$ cat src/rtl/sys_defs.sv
// Shared FU/selector definitions.
// Result packet layout and FU slot map.
package sys_defs;

  localparam int FU_SIZE     = 8;
  localparam int FU_CAT      = 4;
  localparam int ALU_OFFSET  = 0;
  localparam int LS_OFFSET   = 3;
  localparam int MULT_OFFSET = 5;
  localparam int BEQ_OFFSET  = 7;
  localparam int FU_NUM_W    = $clog2(FU_SIZE) + 1;

  typedef struct packed {
    logic        valid;
    logic [5:0]  dest_prf;
    logic [4:0]  rob_idx;
    logic        take_branch;
    logic [31:0] result;
  } FU_RS_PACKET;

  // Copy of a packet with its valid bit replaced.
  function automatic FU_RS_PACKET pkt_with_valid(
    input FU_RS_PACKET p,
    input logic        v
  );
    FU_RS_PACKET r;
    r       = p;
    r.valid = v;
    return r;
  endfunction

endpackage

$ cat src/rtl/fu_out_buffer_wrap_ptr.sv
// Ring pointer: increment with wrap at DEPTH-1.
// Synchronous clear shares priority with reset.
module wrap_ptr #(
  parameter int DEPTH = 2,
  localparam int PW = (DEPTH > 1) ? $clog2(DEPTH) : 1
) (
  input  logic          clock,
  input  logic          reset,
  input  logic          clear,
  input  logic          inc,
  output logic [PW-1:0] ptr
);

  localparam logic [PW-1:0] LAST = PW'(DEPTH - 1);

  // Advance on inc, wrapping by explicit compare.
  always_ff @(posedge clock) begin
    if (reset || clear) begin
      ptr <= '0;
    end else if (inc) begin
      ptr <= (ptr == LAST) ? '0 : ptr + PW'(1);
    end
  end

endmodule

$ cat src/rtl/fu_out_buffer.sv
// Per-FU in-order result queue feeding the result selector.
// Optional same-cycle bypass: FU_OUT_BYPASS_EN.
module fu_out_buffer
  import sys_defs::*;
#(
  parameter int DEPTH  = 2,
  parameter int FU_IDX = 0,
  localparam int CW = $clog2(DEPTH + 1),
  localparam int PW = (DEPTH > 1) ? $clog2(DEPTH) : 1
) (
  input  logic                      clock,
  input  logic                      reset,
  input  logic                      in_valid,
  input  FU_RS_PACKET               in_packet,
  output logic                      in_ready,
  input  logic [$clog2(FU_SIZE):0]  fu_num,
  input  logic                      grant_valid,
  input  logic                      squash,
  output FU_RS_PACKET               fu_rs,
  output logic [CW-1:0]             count
);

  localparam logic [CW-1:0] FULL = CW'(DEPTH);
  localparam logic [$clog2(FU_SIZE):0] IDX =
    ($clog2(FU_SIZE) + 1)'(FU_IDX);

  FU_RS_PACKET   mem [DEPTH];
  logic [PW-1:0] head;
  logic [PW-1:0] tail;
  logic          empty;
  logic          hit;
  logic          bypass;
  logic          push;
  logic          pop;

  assign empty    = (count == '0);
  assign in_ready = (count != FULL);
  assign hit      = grant_valid && (fu_num == IDX);

`ifdef FU_OUT_BYPASS_EN
  assign bypass = empty && in_valid && !squash && !reset;
`else
  assign bypass = 1'b0;
`endif

  assign push = in_valid && in_ready && !squash && !(bypass && hit);
  assign pop  = hit && !empty && !squash;

  wrap_ptr #(.DEPTH(DEPTH)) u_head (
    .clock (clock),
    .reset (reset),
    .clear (squash),
    .inc   (pop),
    .ptr   (head)
  );

  wrap_ptr #(.DEPTH(DEPTH)) u_tail (
    .clock (clock),
    .reset (reset),
    .clear (squash),
    .inc   (push),
    .ptr   (tail)
  );

  // Occupancy tracks push/pop; squash empties the ring.
  always_ff @(posedge clock) begin
    if (reset || squash) begin
      count <= '0;
    end else if (push && !pop) begin
      count <= count + CW'(1);
    end else if (pop && !push) begin
      count <= count - CW'(1);
    end
  end

  // Result storage; reset clears every entry.
  always_ff @(posedge clock) begin
    if (reset) begin
      for (int i = 0; i < DEPTH; i++) begin
        mem[i] <= '0;
      end
    end else if (push) begin
      mem[tail] <= in_packet;
    end
  end

  // Head entry, or the incoming result when bypassing.
  always_comb begin
    fu_rs = pkt_with_valid(mem[head], !empty);
    if (bypass) begin
      fu_rs = pkt_with_valid(in_packet, 1'b1);
    end
  end

endmodule
$ cat config.mk
export PLATFORM = sky130hd
export DESIGN_NAME = fu_out_buffer
export DESIGN_NICKNAME = d
export VERILOG_FILES = /design/src/rtl/sys_defs.sv /design/src/rtl/fu_out_buffer_wrap_ptr.sv /design/src/rtl/fu_out_buffer.sv
export SDC_FILE = /design/constraint.sdc
export NUM_CORES = 1
export LEC_CHECK = 0
export ABC_CLOCK_PERIOD_IN_PS = 5500
export CORE_ASPECT_RATIO = 1.75
export CORE_MARGIN = 5
export CORE_UTILIZATION = 51
export CTS_BUF_LIST = sky130_fd_sc_hd__clkbuf_8
export CTS_CLUSTER_DIAMETER = 60
export CTS_CLUSTER_SIZE = 28
export DETAILED_ROUTE_END_ITERATION = 10
export PLACE_DENSITY_LB_ADDON = 0.08
export SLEW_MARGIN = 20
export SYNTH_ARGS = -nofsm -noshare
export SYNTH_HDL_FRONTEND = slang
export SYNTH_SLANG_ARGS = --single-unit
$ cat constraint.sdc
create_clock -name clock -period 5.5 [get_ports clock]
set_input_delay 0.825 -clock clock [delete_from_list [all_inputs] [get_ports clock]]
set_output_delay 0.825 -clock clock [all_outputs]
set_load 0.01 [all_outputs]
==> results.toml, run 1 <==
[run_status]
result_of_the_run = "complete, no violations"

[timing]
final.min_clock_period_ns = 2.846
worst_slew_margin_rel_pct = 56.37
worst_pin_slew_ns = 0.6544
rsz0062_at_grt = "false"
final.period_utilization_pct = 51.75
setup_tns_ns = 0
final_report_max_slew_violation_count = 0
finalSetupViolations = 0
finalHoldViolCount = 0
timing.fmax_mhz = 351.3
fin_hold_ws_ns = 0.5224
clock_skew_ns = 0.003145

[cts]
cts_hold_buffers = 0
cts_made_buffers = 9
clk_latency_ns = 0.35
cts-htree-levels = 3
cts_tree = "yes"
ctsLongestPathBuffers = 2
post_cts_resized = 0
path_clk_slew_ns = 0.08
cts_sinks = 93
postCtsSetupRepairBufs = 0
clk_root_buffer_cell = "sky130_fd_sc_hd__clkbuf_8"

[yosys]
synth.cell_area_mm2 = 0.004217
synth-seq-area-share_pct = 65.04
synth_seq_cells = 93
synth_cell_type_count = 28
post_synth_net_total = 324
synth.avg_cell_area_um2 = 15.67
synthesis.instances = 269
synth-warning-count = 0

[die]
floorplan.die.height_um = 130.3
die_ar_mm2 = 0.01026
initial_core_util_pct = 51.40
fp-row-count = 44
die_outline_width_um = 78.74
num_io_pins = 102
fp.coreArea_mm2 = 0.008203

[setup_path]
timing.setup.critical_path_class = "register to output pin"
cp.arrival_ns = 2.02
cp_data_required_time_ns = 4.68
cp-start-kind = "register"
critPathCaptureType = "output pin"
crit_path_max_fanout = 44

[cells_and_area]
finish.cell_count_without_fillers = 465
antennaDiodeCount = 0
area_delta_synth_final_pct = 28.84
fillerInstances = 632
final_design_instance_area_without_fill_mm2 = 0.005433
multi_input_area_mm2 = 0.001380
area_of_all_sequential_standard_cells_mm2 = 0.002746
layout-drive-gt1-share_pct = 35.66
nNetsFinal = 425

[global_routing]
grt_first_pass_wirelength_um = 12120
maximum_number_of_pins_on_one_net_before_global_route_repair = 45
antenna_violations_before_repair = 0
gr_ovfl_total = 0
grt_pass1_vias = 2574
grt_use_total_pct = 15.80

[power]
power.density_cell_area_mw_per_mm2 = 247.7
leakage_nw = 2.046
design_power_total_mw = 1.346
vdd.ir_drop.worst_mv = 0.1882

[routing]
met3RoutedLength_um = 359
final_antenna_net_count = 0
routed_wire_length_per_instance_um = 16.63
detail_route.iter0.violations = 132
avgViaCountPerCell = 5.166
wirelength_met1_um = 2898
dr_total_vias = 2402
maxUsedRoutingLayer = "met4"
router_iterations_before_antenna_repair = 4
postRouteWirelength_um = 7735
drc_errors = 0
routed-wl-met2_um = 4274

[placement]
place.gp.congestion = 0.6931
postPlaceCellArea_mm2 = 0.005271
buffer_ports.inserted = 100
post_detailed_placement_half_perimeter_wirelength_um = 4978
placed_cells_incl_taps = 450

[run]
maxCapViolations = 0

[hold_path]
hold_path_class = "register to register"
## routing by layer
metal	track usage, %	up-vias
met2	29.09	66
met4	7.827	0
met3	3.591	15
met1	16.74	1160
met5	0	-
li1	-	1161
## worst paths after layout
path	from	end	slack (ns)	depth (start not counted)
setup / recovery	register	fu_rs[32]	2.65	2
hold / removal	u_head.ptr	register	0.52	2
setup reg to reg	count[0]	mem[0][37]	3.30	6
hold reg to reg	u_head.ptr	register	0.52	2
## cell usage in the layout, fill, tap and decap left out, types with 3 or more instances in the layout
cell type / instances
sky130_fd_sc_hd__dfxtp_1: 4
sky130_fd_sc_hd__or3_1: 3
sky130_fd_sc_hd__buf_4: 3
sky130_fd_sc_hd__clkdlybuf4s50_1: 100
sky130_fd_sc_hd__mux2_2: 44
sky130_fd_sc_hd__o21ai_0: 3
sky130_fd_sc_hd__and2_2: 35
sky130_fd_sc_hd__and2_1: 25
sky130_fd_sc_hd__edfxtp_1: 88
sky130_fd_sc_hd__nor2_1: 3
sky130_fd_sc_hd__clkbuf_8: 9
sky130_fd_sc_hd__and2_4: 28
sky130_fd_sc_hd__inv_1: 3
## stage by stage
step | setup WS, ns | util [%]
2_1_floorplan | 0.8171 | -
3_3_place_gp | 2.301 | 64.26
3_5_place_dp | 2.290 | 64.26
4_1_cts | 2.239 | 66.03
5_1_grt | 2.543 | 66.23
6_report | 2.654 | 66.23
## power by group
group	internal, mW	leakage (nW)	switching [mW]
Sequential	0.810	0.963	0.00934
Clock	0.153	0.0810	0.210
Combinational	0.0987	1.00	0.0648
Total	1.06	2.05	0.284
## critical path, cell delays in order, from the launching register on
cell,delay (ns)
sky130_fd_sc_hd__dfxtp_4,0.74
sky130_fd_sc_hd__mux2_2,0.41
sky130_fd_sc_hd__clkdlybuf4s50_1,0.50
## sequential cells by signal (all words and copies together), names as in the netlist, named ones only
signal / count
mem: 88
u_head.ptr: 1
u_tail.ptr: 1
count: 2
## final cells by class
class | count | share of cell area, %
Sequential cell | 93 | 50.55
Multi-Input combinational cell | 159 | 25.40
Timing Repair Buffer | 104 | 19.05
Clock buffer | 9 | 2.280
Tap cell | 92 | 2.119
Clock inverter | 5 | 0.3915
Inverter | 3 | 0.2073
## synth_stat cells
| cell type | count | area, um2 |
|---|---|---|
| sky130_fd_sc_hd__edfxtp_1 | 88 | 2643 |
| sky130_fd_sc_hd__mux2_2 | 44 | 495.5 |
| sky130_fd_sc_hd__and2_2 | 35 | 262.8 |
| sky130_fd_sc_hd__and2_4 | 28 | 245.2 |
| sky130_fd_sc_hd__and2_1 | 25 | 156.4 |
| sky130_fd_sc_hd__buf_6 | 5 | 56.30 |
| sky130_fd_sc_hd__dfxtp_1 | 5 | 100.1 |
| sky130_fd_sc_hd__buf_2 | 4 | 20.02 |
| sky130_fd_sc_hd__clkbuf_2 | 4 | 20.02 |
| sky130_fd_sc_hd__nor2_1 | 3 | 11.26 |
| sky130_fd_sc_hd__o21ai_0 | 3 | 15.01 |
| sky130_fd_sc_hd__o31ai_1 | 3 | 22.52 |
| sky130_fd_sc_hd__or3_1 | 3 | 18.77 |
| sky130_fd_sc_hd__a21oi_1 | 2 | 10.01 |
| sky130_fd_sc_hd__inv_1 | 2 | 7.510 |
| sky130_fd_sc_hd__or2_2 | 2 | 12.51 |
| sky130_fd_sc_hd__xor2_1 | 2 | 17.52 |
| sky130_fd_sc_hd__and4_1 | 1 | 8.760 |
| sky130_fd_sc_hd__clkbuf_1 | 1 | 3.750 |
| sky130_fd_sc_hd__ha_1 | 1 | 12.51 |
| sky130_fd_sc_hd__inv_2 | 1 | 3.750 |
| sky130_fd_sc_hd__nand2_1 | 1 | 3.750 |
| sky130_fd_sc_hd__nor2b_4 | 1 | 13.76 |
| sky130_fd_sc_hd__nor4_4 | 1 | 21.27 |
| sky130_fd_sc_hd__o211ai_1 | 1 | 7.510 |
| sky130_fd_sc_hd__or2_4 | 1 | 8.760 |
| sky130_fd_sc_hd__or3_2 | 1 | 7.510 |
| sky130_fd_sc_hd__or4_4 | 1 | 11.26 |
## cells by family (layout without fill, tap and decap cells)
logic type	count (synthesis)	in the layout	synth area share, %
multiplexers	44	44	11.75
adder cells (fa/ha/maj)	1	1	0.2967
AND/OR/NAND/NOR	103	103	18.55
XOR/XNOR	2	2	0.4155
AO/OA/AOI/OAI	9	9	1.306
buffers and inverters	17	121	2.641
flip-flops	93	93	65.04
No activity file was read; power rests on OpenSTA's default activity.
==> run 2: changes to the inputs <==
ABC_CLOCK_PERIOD_IN_PS = 2500   (was 5500)
CORE_UTILIZATION = 46   (was 51)
clock period = 2.5 ns   (was 5.5 ns; I/O delays follow)
==> results.toml, run 2 (same netlist as run 1, synthesis figures left out) <==
[routing]
final_antenna_net_count = 0
router_iterations_before_antenna_repair = 2
routed_wire_length_per_instance_um = 15.92
avgViaCountPerCell = 4.892
detail_route.iter0.violations = 78
dr_total_vias = 2451
postRouteWirelength_um = 7976
drc_errors = 0

[cts]
clk_root_buffer_cell = "sky130_fd_sc_hd__clkbuf_8"
cts_sinks = 93
cts-htree-levels = 3
post_cts_resized = 0
ctsLongestPathBuffers = 2
clk_latency_ns = 0.35
postCtsSetupRepairBufs = 0
path_clk_slew_ns = 0.07
cts_tree = "yes"
cts_made_buffers = 9
cts_hold_buffers = 0

[timing]
clock_skew_ns = 0.006209
worst_slew_margin_rel_pct = 66.93
finalSetupViolations = 0
fin_hold_ws_ns = 0.5290
worst_pin_slew_ns = 0.4960
final_report_max_slew_violation_count = 0
final.period_utilization_pct = 91.55
rsz0062_at_grt = "false"
timing.fmax_mhz = 436.9
final.min_clock_period_ns = 2.289
setup_tns_ns = 0
fin_ws_ns = 0.2113
finalHoldViolCount = 0

[hold_path]
hold_path_class = "register to register"

[power]
power.density_cell_area_mw_per_mm2 = 537.9
design_power_total_mw = 2.973
vdd.ir_drop.worst_mv = 0.3017
leakage_nw = 2.087

[global_routing]
gr_ovfl_total = 0
antenna_violations_before_repair = 0
grt_pass1_vias = 2590
maximum_number_of_pins_on_one_net_before_global_route_repair = 45
grt_first_pass_wirelength_um = 12250
grt_use_total_pct = 14.95

[cells_and_area]
most-common-layout-cells = "sky130_fd_sc_hd__clkdlybuf4s50_1, sky130_fd_sc_hd__edfxtp_1, sky130_fd_sc_hd__mux2_2, sky130_fd_sc_hd__and2_2, sky130_fd_sc_hd__and2_4"
multi_input_area_mm2 = 0.001378
area_delta_synth_final_pct = 31.07
register_with_the_most_flip_flops = "mem"
fillerInstances = 752
reg_top3 = "mem (88), count (2)"
area_of_all_sequential_standard_cells_mm2 = 0.002744
layout-drive-gt1-share_pct = 36.48
antennaDiodeCount = 0
layout.cells.most_common = "sky130_fd_sc_hd__clkdlybuf4s50_1"
largest_reg_flops = 88
final_design_instance_area_without_fill_mm2 = 0.005527
nNetsFinal = 432

[setup_path]
cp_data_required_time_ns = 2.12
critical_path.n_buffers_inverters = 2
cp-start-kind = "register"
timing.critical_path.slowest_cell_delay_ns = 0.50
critPathSlowestCell = "sky130_fd_sc_hd__clkdlybuf4s50_1"
critical-path-top-delay-family = "buffers and inverters"
timing.setup.critical_path_class = "register to output pin"
crit_path_max_fanout = 28
critPathCaptureType = "output pin"
worstPathCellList = "buf_4 -> mux2_2 -> clkdlybuf4s50_1"
cp.arrival_ns = 1.91

[placement]
post_detailed_placement_half_perimeter_wirelength_um = 5365
buffer_ports.inserted = 100
place.gp.congestion = 0.6959
dp_slack_ns = -0.05354
postPlaceCellArea_mm2 = 0.005379

[die]
fp-row-count = 46
die_outline_width_um = 82.38
initial_core_util_pct = 46.66
floorplan.die.height_um = 136.7
fp.coreArea_mm2 = 0.009036
die_ar_mm2 = 0.01126
num_io_pins = 102

[run]
maxCapViolations = 0

[run_status]
result_of_the_run = "complete, no violations"
[run 2: cell count changes in the layout (fill, tap and decap cells not counted), sizes merged]
| cell | before | now |
|---|---|---|
| buf | 4 | 11 |
| inv | 4 | 5 |
[run 2: worst min-delay path: stages, from the launching register on]
cell                       delay [ns]
sky130_fd_sc_hd__dfxtp_1         0.32
sky130_fd_sc_hd__o211ai_1        0.10
sky130_fd_sc_hd__o31ai_1         0.08
[run 2: final timing paths]
kind / startpoint / endpoint / slack [ns] / cells after the start
max: register / fu_rs[31] / 0.21 / 3
max reg2reg: count[0] / count[1] / 0.60 / 6
min: u_head.ptr / register / 0.53 / 2
min reg2reg: u_head.ptr / register / 0.53 / 2
[run 2: area by class of cell]
type,count,share of cell area (%)
inverters,3,0.2038
well taps,120,2.717
clock buffers,9,2.241
multi-input cells,159,24.93
repair buffers,111,19.83
flip-flops and latches,93,49.65
clock inverters,6,0.4302
[run 2: stage by stage]
step	std cells	utilization [%]
2_1_floorplan	269	-
3_3_place_gp	486	59.53
3_5_place_dp	486	59.53
4_1_cts	501	61.16
5_1_grt	501	61.16
6_report	501	61.16
[run 2: metal layers]
layer  vias to the layer above  global-route usage [%]  part of all wire (%)  routed length, um
met5                         -                       0                     0                  0
met4                         0                   6.100                   1.6                126
met3                        10                   3.953                   5.3                422
met2                        57                   27.99                    57               4549
met1                      1211                   14.96                    36               2878
li1                       1173                       -                     -                  -
[run 2: report_power, final]
part	internal (mW)	switching [mW]	leakage (nW)
logic	0.223	0.145	1.04
clock network	0.337	0.465	0.0840
registers	1.78	0.0193	0.963
total	2.34	0.629	2.09
